$ cat src/rtl/pipe_hazard_ctrl.sv
// Hazard/stall controller for the 5-stage RV32 pipeline: interlocks, branch flush,
// data-memory wait FSM, EX forwarding selects and saturating performance counters.
module pipe_hazard_ctrl #(
    parameter int REG_ADDR_W = 5,
    parameter int MEM_MODE   = 0,
    parameter int MEM_LAT    = 1,
    parameter int CNT_W      = 32
) (
    input  logic                  clk,
    input  logic                  rst,
    input  logic [REG_ADDR_W-1:0] rs1_D,
    input  logic [REG_ADDR_W-1:0] rs2_D,
    input  logic [REG_ADDR_W-1:0] rs1_E,
    input  logic [REG_ADDR_W-1:0] rs2_E,
    input  logic [REG_ADDR_W-1:0] rd_E,
    input  logic [REG_ADDR_W-1:0] rd_M,
    input  logic [REG_ADDR_W-1:0] rd_W,
    input  logic                  RegWrite_M,
    input  logic                  RegWrite_W,
    input  logic                  MemRead_E,
    input  logic [1:0]            PCSrc_E,
    input  logic                  MemReq_M,
    input  logic                  mem_ready,
    output logic                  Stall_F,
    output logic                  Stall_D,
    output logic                  Stall_E,
    output logic                  Stall_M,
    output logic                  Flush_D,
    output logic                  Flush_E,
    output logic                  Flush_W,
    output logic [1:0]            ForwardA_E,
    output logic [1:0]            ForwardB_E,
    output logic                  busy,
    output logic [CNT_W-1:0]      stall_cycles,
    output logic [CNT_W-1:0]      flush_count
);

    localparam int CW = 5;

    typedef enum logic [1:0] {RUN, WAIT, RELEASE} state_t;

    state_t          state_q, state_d;
    logic [CW-1:0]   cnt_q, cnt_d;
    logic            mem_stall;
    logic            load_use, branch;
    logic [CNT_W-1:0] stall_cycles_q, flush_count_q;

    // mem_stall is Mealy: the first access cycle stalls before the FSM leaves RUN.
    always_comb begin
        state_d   = state_q;
        cnt_d     = cnt_q;
        mem_stall = 1'b0;
        if (MEM_MODE == 0) begin
            case (state_q)
                RUN: if (MemReq_M && MEM_LAT > 1) begin
                    mem_stall = 1'b1;
                    cnt_d     = CW'(MEM_LAT - 2);
                    state_d   = (MEM_LAT == 2) ? RELEASE : WAIT;
                end
                WAIT: begin
                    mem_stall = 1'b1;
                    cnt_d     = cnt_q - 1'b1;
                    if (cnt_q == CW'(1)) state_d = RELEASE;
                end
                default: state_d = RUN;
            endcase
        end else begin
            case (state_q)
                RUN: if (MemReq_M && !mem_ready) begin
                    mem_stall = 1'b1;
                    state_d   = WAIT;
                end
                WAIT: begin
                    mem_stall = !mem_ready;
                    if (mem_ready) state_d = RUN;
                end
                default: state_d = RUN;
            endcase
        end
    end

    always_ff @(posedge clk) begin
        if (rst) begin
            state_q <= RUN;
            cnt_q   <= '0;
        end else begin
            state_q <= state_d;
            cnt_q   <= cnt_d;
        end
    end

    assign load_use = MemRead_E && (rd_E != '0) && ((rd_E == rs1_D) || (rd_E == rs2_D));
    assign branch   = (PCSrc_E != 2'b00);

    // Priority: memory wait freezes everything, a redirect beats load-use (D is wrong-path).
    always_comb begin
        Stall_F    = 1'b0;
        Stall_D    = 1'b0;
        Stall_E    = 1'b0;
        Stall_M    = 1'b0;
        Flush_D    = 1'b0;
        Flush_E    = 1'b0;
        Flush_W    = 1'b0;
        ForwardA_E = 2'b00;
        ForwardB_E = 2'b00;
        if (!rst) begin
            if (mem_stall) begin
                Stall_F = 1'b1;
                Stall_D = 1'b1;
                Stall_E = 1'b1;
                Stall_M = 1'b1;
                Flush_W = 1'b1;
            end else if (branch) begin
                Flush_D = 1'b1;
                Flush_E = 1'b1;
            end else if (load_use) begin
                Stall_F = 1'b1;
                Stall_D = 1'b1;
                Flush_E = 1'b1;
            end
            if (RegWrite_M && rd_M != '0 && rd_M == rs1_E)      ForwardA_E = 2'b10;
            else if (RegWrite_W && rd_W != '0 && rd_W == rs1_E) ForwardA_E = 2'b01;
            if (RegWrite_M && rd_M != '0 && rd_M == rs2_E)      ForwardB_E = 2'b10;
            else if (RegWrite_W && rd_W != '0 && rd_W == rs2_E) ForwardB_E = 2'b01;
        end
    end

    assign busy = !rst && (state_q != RUN);

    always_ff @(posedge clk) begin
        if (rst) begin
            stall_cycles_q <= '0;
            flush_count_q  <= '0;
        end else begin
            if (Stall_F && stall_cycles_q != '1) stall_cycles_q <= stall_cycles_q + 1'b1;
            if (Flush_D && flush_count_q != '1)  flush_count_q  <= flush_count_q + 1'b1;
        end
    end

    assign stall_cycles = stall_cycles_q;
    assign flush_count  = flush_count_q;

endmodule

$ cat config.mk
export PLATFORM = sky130hd
export DESIGN_NAME = pipe_hazard_ctrl
export DESIGN_NICKNAME = d
export VERILOG_FILES = /design/src/rtl/pipe_hazard_ctrl.sv
export SDC_FILE = /design/constraint.sdc
export NUM_CORES = 1
export LEC_CHECK = 0
export CORE_ASPECT_RATIO = 1.1
export CORE_MARGIN = 8
export CORE_UTILIZATION = 40
export CTS_CLUSTER_DIAMETER = 120
export DETAILED_ROUTE_END_ITERATION = 12
export HOLD_SLACK_MARGIN = 0.06
export PLACE_DENSITY = 0.72
export SETUP_SLACK_MARGIN = 0.05
export SLEW_MARGIN = 20
export SYNTH_ARGS = -nofsm -noshare
export SYNTH_HDL_FRONTEND = slang
export SYNTH_SLANG_ARGS = --single-unit
export TNS_END_PERCENT = 1
$ cat constraint.sdc
create_clock -name clk -period 6.6 [get_ports clk]
set_clock_uncertainty 0.15 [all_clocks]
set_input_delay 0.99 -clock clk [delete_from_list [all_inputs] [get_ports clk]]
set_output_delay 0.99 -clock clk [all_outputs]
set_load 0.01 [all_outputs]
# After elaboration in Yosys (flattened, before gate mapping)

Cells that the tools add are included.

Bitwise gates (word level): 1
Eq/ne operators: 11
Mux-type cells: 21
Reductions and logical operators: 20
Add/sub/neg operators: 3

Operators by type and width:

| kind                                                                | number |
|---|---|
| 32-bit by 1-bit adder with 32-bit output (second input constant)    | 2 |
| 32-bit inequality test (second input constant)                      | 2 |
| 5-bit == test                                                       | 6 |
| 1-bit 2-to-1 mux                                                    | 15 |
| 5-bit nonzero test                                                  | 3 |
| 1-bit logical AND                                                   | 11 |
| 2-bit 2-to-1 mux                                                    | 5 |
| 5-bit by 1-bit == test with 1-bit output (second input constant)    | 1 |
| 5-bit by 1-bit subtractor with 5-bit output (second input constant) | 1 |
| 2-bit one-hot mux with 2 select lines                               | 1 |
| 2-bit nonzero test                                                  | 2 |
| 2-bit by 1-bit == test with 1-bit output (second input constant)    | 1 |
| 2-bit zero test                                                     | 1 |
| 2-bit inequality test (second input constant)                       | 1 |
| 2-bit AND reduction                                                 | 1 |
| 1-bit zero test                                                     | 1 |
| 1-bit logical OR                                                    | 1 |
| 1-bit NOT                                                           | 1 |

Logic and storage cells: 60
Bits of input ports: 44
Register bits after elaboration: 71
Output and inout bits: 76

# Longest topological paths before layout

Depth in word-level cells: 8
Depth in mapped cells: 9

# Worst setup path before layout

No wires, ideal clock.

Kind: input-to-output
Start: input port rd_M[1]
End: output port ForwardA_E[0]
Arrival time: 2.353 ns
Stages on the path: 4
Buffers on the path: 0
Setup slack: 3.107 ns
Cell sequence: or4_1 -> o21ai_0 -> nor3_1 -> nor4_1

Longest elaborated chain between the ends: 5
Elaborated cells between the ends (all ways): 6

RTL lines:

| element               | RTL line | RTL |
|---|---|---|
| start: declaration    | 16       | `input logic [REG_ADDR_W-1:0] rd_M,` |
| 5-bit nonzero test    | 121      | `if (RegWrite_M && rd_M != '0 && rd_M == rs1_E) ForwardA_E = 2'b10;` |
| 1-bit logical AND     | 121      |  |
| 1-bit logical AND (*) | 121      |  |
| 2-bit 2-to-1 mux (*)  | 121      |  |
| 2-bit 2-to-1 mux (*)  | 106      | `if (!rst) begin` |
| end: declaration      | 31       | `output logic [1:0] ForwardA_E,` |

Mark *: on every way between the ends. The rest lies on a longest branch, timed or not.

# Worst setup path in the final report

Start: input port rd_M[1]
End: output port ForwardB_E[0]

Longest elaborated chain between the ends: 5
Elaborated cells between the ends (all ways): 6

RTL lines:

| element               | RTL line | RTL |
|---|---|---|
| 5-bit nonzero test    | 123      | `if (RegWrite_M && rd_M != '0 && rd_M == rs2_E) ForwardB_E = 2'b10;` |
| 1-bit logical AND     | 123      |  |
| 1-bit logical AND (*) | 123      |  |
| 2-bit 2-to-1 mux (*)  | 123      |  |
| 2-bit 2-to-1 mux (*)  | 106      |  |
| end: declaration      | 32       | `output logic [1:0] ForwardB_E,` |

Marked as above.

==> summary.txt <==
Clock network
  – Clk_lat worst skew: 0.34 ns
  – Post-CTS Setup Bufs: 0
  – H-Tree Level Count: 3
  – Root Driver: clkbuf_8
  – Clock tree sinks: 64
  – Hold-fix buffers, CTS: 0
  – Max Root-Sink Buffers: 2
  – CTS tree: built
  – Total CTS buffers: 9
  – Gates resized, CTS repair: 0
  – Clock Pin Slew Worst Setup and Hold Paths: ~0.070 ns

Logic synthesis
  – Synth Cell Area: 3719 um2
  – Synthesis Warnings: 0
  – Post-synthesis async set-or-reset flop share: 0
  – Synth Area in Adders: 0.006729
  – Area leader, netlist: dfxtp_1
  – Largest family of logic cells by synthesized area: simple AND/OR/NAND/NOR gates
  – EDFF count, synth: 0
  – Post-Synth Simple-Gate Area: 0.3489
  – Top cells by area, synth: dfxtp_1 (34%), xnor2_1 (7.8%), xor2_1 (6.6%), nand4_1 (5.0%), nor2_1 (4.9%)
  – Mux contribution to synthesized area: 0.008748
  – Most common cell in the netlist: dfxtp_1
  – Post-synthesis xor/xnor area fraction: 0.1437
  – Synth Area in Compound Gates: 0.1063
  – Netlist cell types: 51
  – Synth top cells by count: dfxtp_1 (64), nor2_1 (49), xnor2_1 (33), nand4_1 (30), xor2_1 (28)
  – Ys flop type: dfxtp_1
  – Register area share after synthesis: 0.3445
  – Mapped Cells: roughly 450
  – Yosys top cell area share: 0.3445
  – Post-Synthesis Mean Instance Area: 8.245 um2
  – Flops & latches, synth: 64

Worst setup path
  – Worst Setup End Kind: output pin
  – Crit path DAT: between 3 and 4 ns
  – Startpoint types: primary input
  – Critical Path RT: about 5.5 ns
  – CP max FO: 4
  – Setup CP Type: in2out

Global route
  – Initial antenna violation count: 0
  – Gr usage total: 0.1629
  – First-pass GRT wire length: approximately 17000 um
  – Largest net degree at the start of global routing: between 70 and 80
  – Overflow after GRT: 0
  – Vias in the first global route: ~3600

Floorplanning
  – Die Span Y: roughly 120 um
  – Starting Density: 0.4036
  – Chip width: 107.9 um
  – # IOs: 120
  – FP Rows: 37
  – Core area: about 9200 um2
  – Die area: approximately 13000 um2

Placed design
  – Inst Count DP: 665
  – PortBufs: between 100 and 150
  – Placed cell area: just under 5000 um2
  – DP HPWL: 8055 um
  – Routability cong.: ~0.84

Power and ir drop
  – Clock network fraction of total power: 0.422
  – Switching Power: 202.2 uW
  – Total power: 819.3 uW
  – Worst VDD drop: 0.09389 mV
  – Leakage power: about 1.6 nW
  – Switching Share: 0.2468
  – Share of total power in combinational logic: 0.101
  – Int Power: ~600 uW
  – Cell Pwr Density: 160.2 nW/um2
  – Flop pwr share: 0.477

Cells and area
  – Diode count: 0
  – Post-Layout Cell Count: 681
  – Share of layout cells above drive strength 1: 0.06738
  – Fin nets: 605
  – Fin area: 5114 um2
  – Area grow syn2layout: 37.52%

Timing
  – RSZ-0062 raised after global routing: false
  – Final Hold Viols: 0
  – Worst Tran Pin Value: approximately 0.7 ns
  – Max-slew violation count: 0
  – Hold slack: 0.3494 ns
  – TNS Setup: 0 ns
  – Worst rel slew slack: 0.5261
  – Final Cycle Share: 0.6912
  – Fmax: about 0.22 GHz
  – Final Setup Violations: 0
  – Crit path time final: between 4 and 5 ns

Run status
  – Outcome: finished, final reports clean

Detailed routing
  – # DRC: 0
  – Via/cell ratio: between 5 and 6
  – Wire per inst: 15.48 um
  – Aggregate routed wire length: 10540 um
  – DR vias: 3694
  – DR iter-0 viols: between 150 and 200
  – Final ANT Viol Nets: 0
  – Initial DRT Pass Iterations: 4

Job
  – Maxcap violations: 0

Worst hold path
  – Type of the most critical hold path: reg2reg
registers in the layout, indices dropped and copies added, names as in the netlist:
| signal | flops |
|---|---|
| flush_count | 32 |
| stall_cycles | 32 |
per-stage QoR:
stage / utilization / worst slack, ns
after global routing: 0.5551 / 1.873
after global placement: 0.5321 / 2.123
final: 0.5551 / 2.038
after CTS: 0.5545 / 2.007
after detailed placement: 0.5321 / 2.005
after floorplan: - / 3.107
worst max-delay path, stage by stage:
cell	delay, ns
clkdlybuf4s50_1	0.47
or4_1	0.56
o21ai_0	0.39
nor3_1	0.12
nor4_1	0.28
clkdlybuf4s50_1	0.60
worst paths after layout:
path                                      start                             to  slack (ns)  cells past startpoint
setup / recovery                        rd_M[1]                  ForwardB_E[0]        2.04                      6
setup reg to reg    flush_count[8]$_SDFFE_PP0P_   flush_count[21]$_SDFFE_PP0P_        3.99                      6
hold reg to reg   stall_cycles[17]$_SDFFE_PP0P_  stall_cycles[17]$_SDFFE_PP0P_        0.35                      2
hold / removal    stall_cycles[17]$_SDFFE_PP0P_  stall_cycles[17]$_SDFFE_PP0P_        0.35                      2
logic make-up after synthesis:
group | count (synthesis)
other | 1
flip-flops | 64
buffers and inverters | 31
AO/OA/AOI/OAI | 63
XOR/XNOR | 61
adder cells (fa/ha/maj) | 2
multiplexers | 3
AND/OR/NAND/NOR | 226
cells in the final DEF, fill, tap and decap left out, types with 16 or more instances in the layout:
cell type	synthesis	final
clkdlybuf4s50_1	0	112
dfxtp_1	64	64
nor2_1	49	49
xnor2_1	33	33
nand4_1	30	30
xor2_1	28	28
nand2_1	26	26
nand3_1	25	24
a21oi_1	24	24
o21ai_0	19	19
or4_1	17	17
or3_1	16	16
power by group through the flow:
stage	sequential, mW	clock [mW]	combinational (mW)
detailed placement	0.400	0	0.0833
global placement	0.400	0	0.0815
finish	0.391	0.345	0.0830
floorplan	0.400	0	0.0396
global route	0.391	0.368	0.0897
CTS	0.391	0.354	0.0835
per-layer routing:
metal / vias up / routed length [um] / GRT usage
li1: 1850 / - / -
met1: 1734 / 4452 / 0.1875
met2: 95 / 5370 / 0.2876
met3: 15 / 554 / 0.03779
met4: 0 / 163 / 0.05926
met5: - / 0 / 0
area by class of cell:
| cell class | instances | area, um2 |
|---|---|---|
| inverters | 11 | 41.29 |
| multi-input cells | 359 | 2305 |
| clock inverters | 6 | 68.82 |
| fillers | 870 | 4099 |
| clock buffers | 10 | 137.6 |
| repair buffers | 114 | 1134 |
| flip-flops and latches | 64 | 1281 |
| well taps | 117 | 146.4 |
Note: power is estimated with default switching activity, not from simulation.
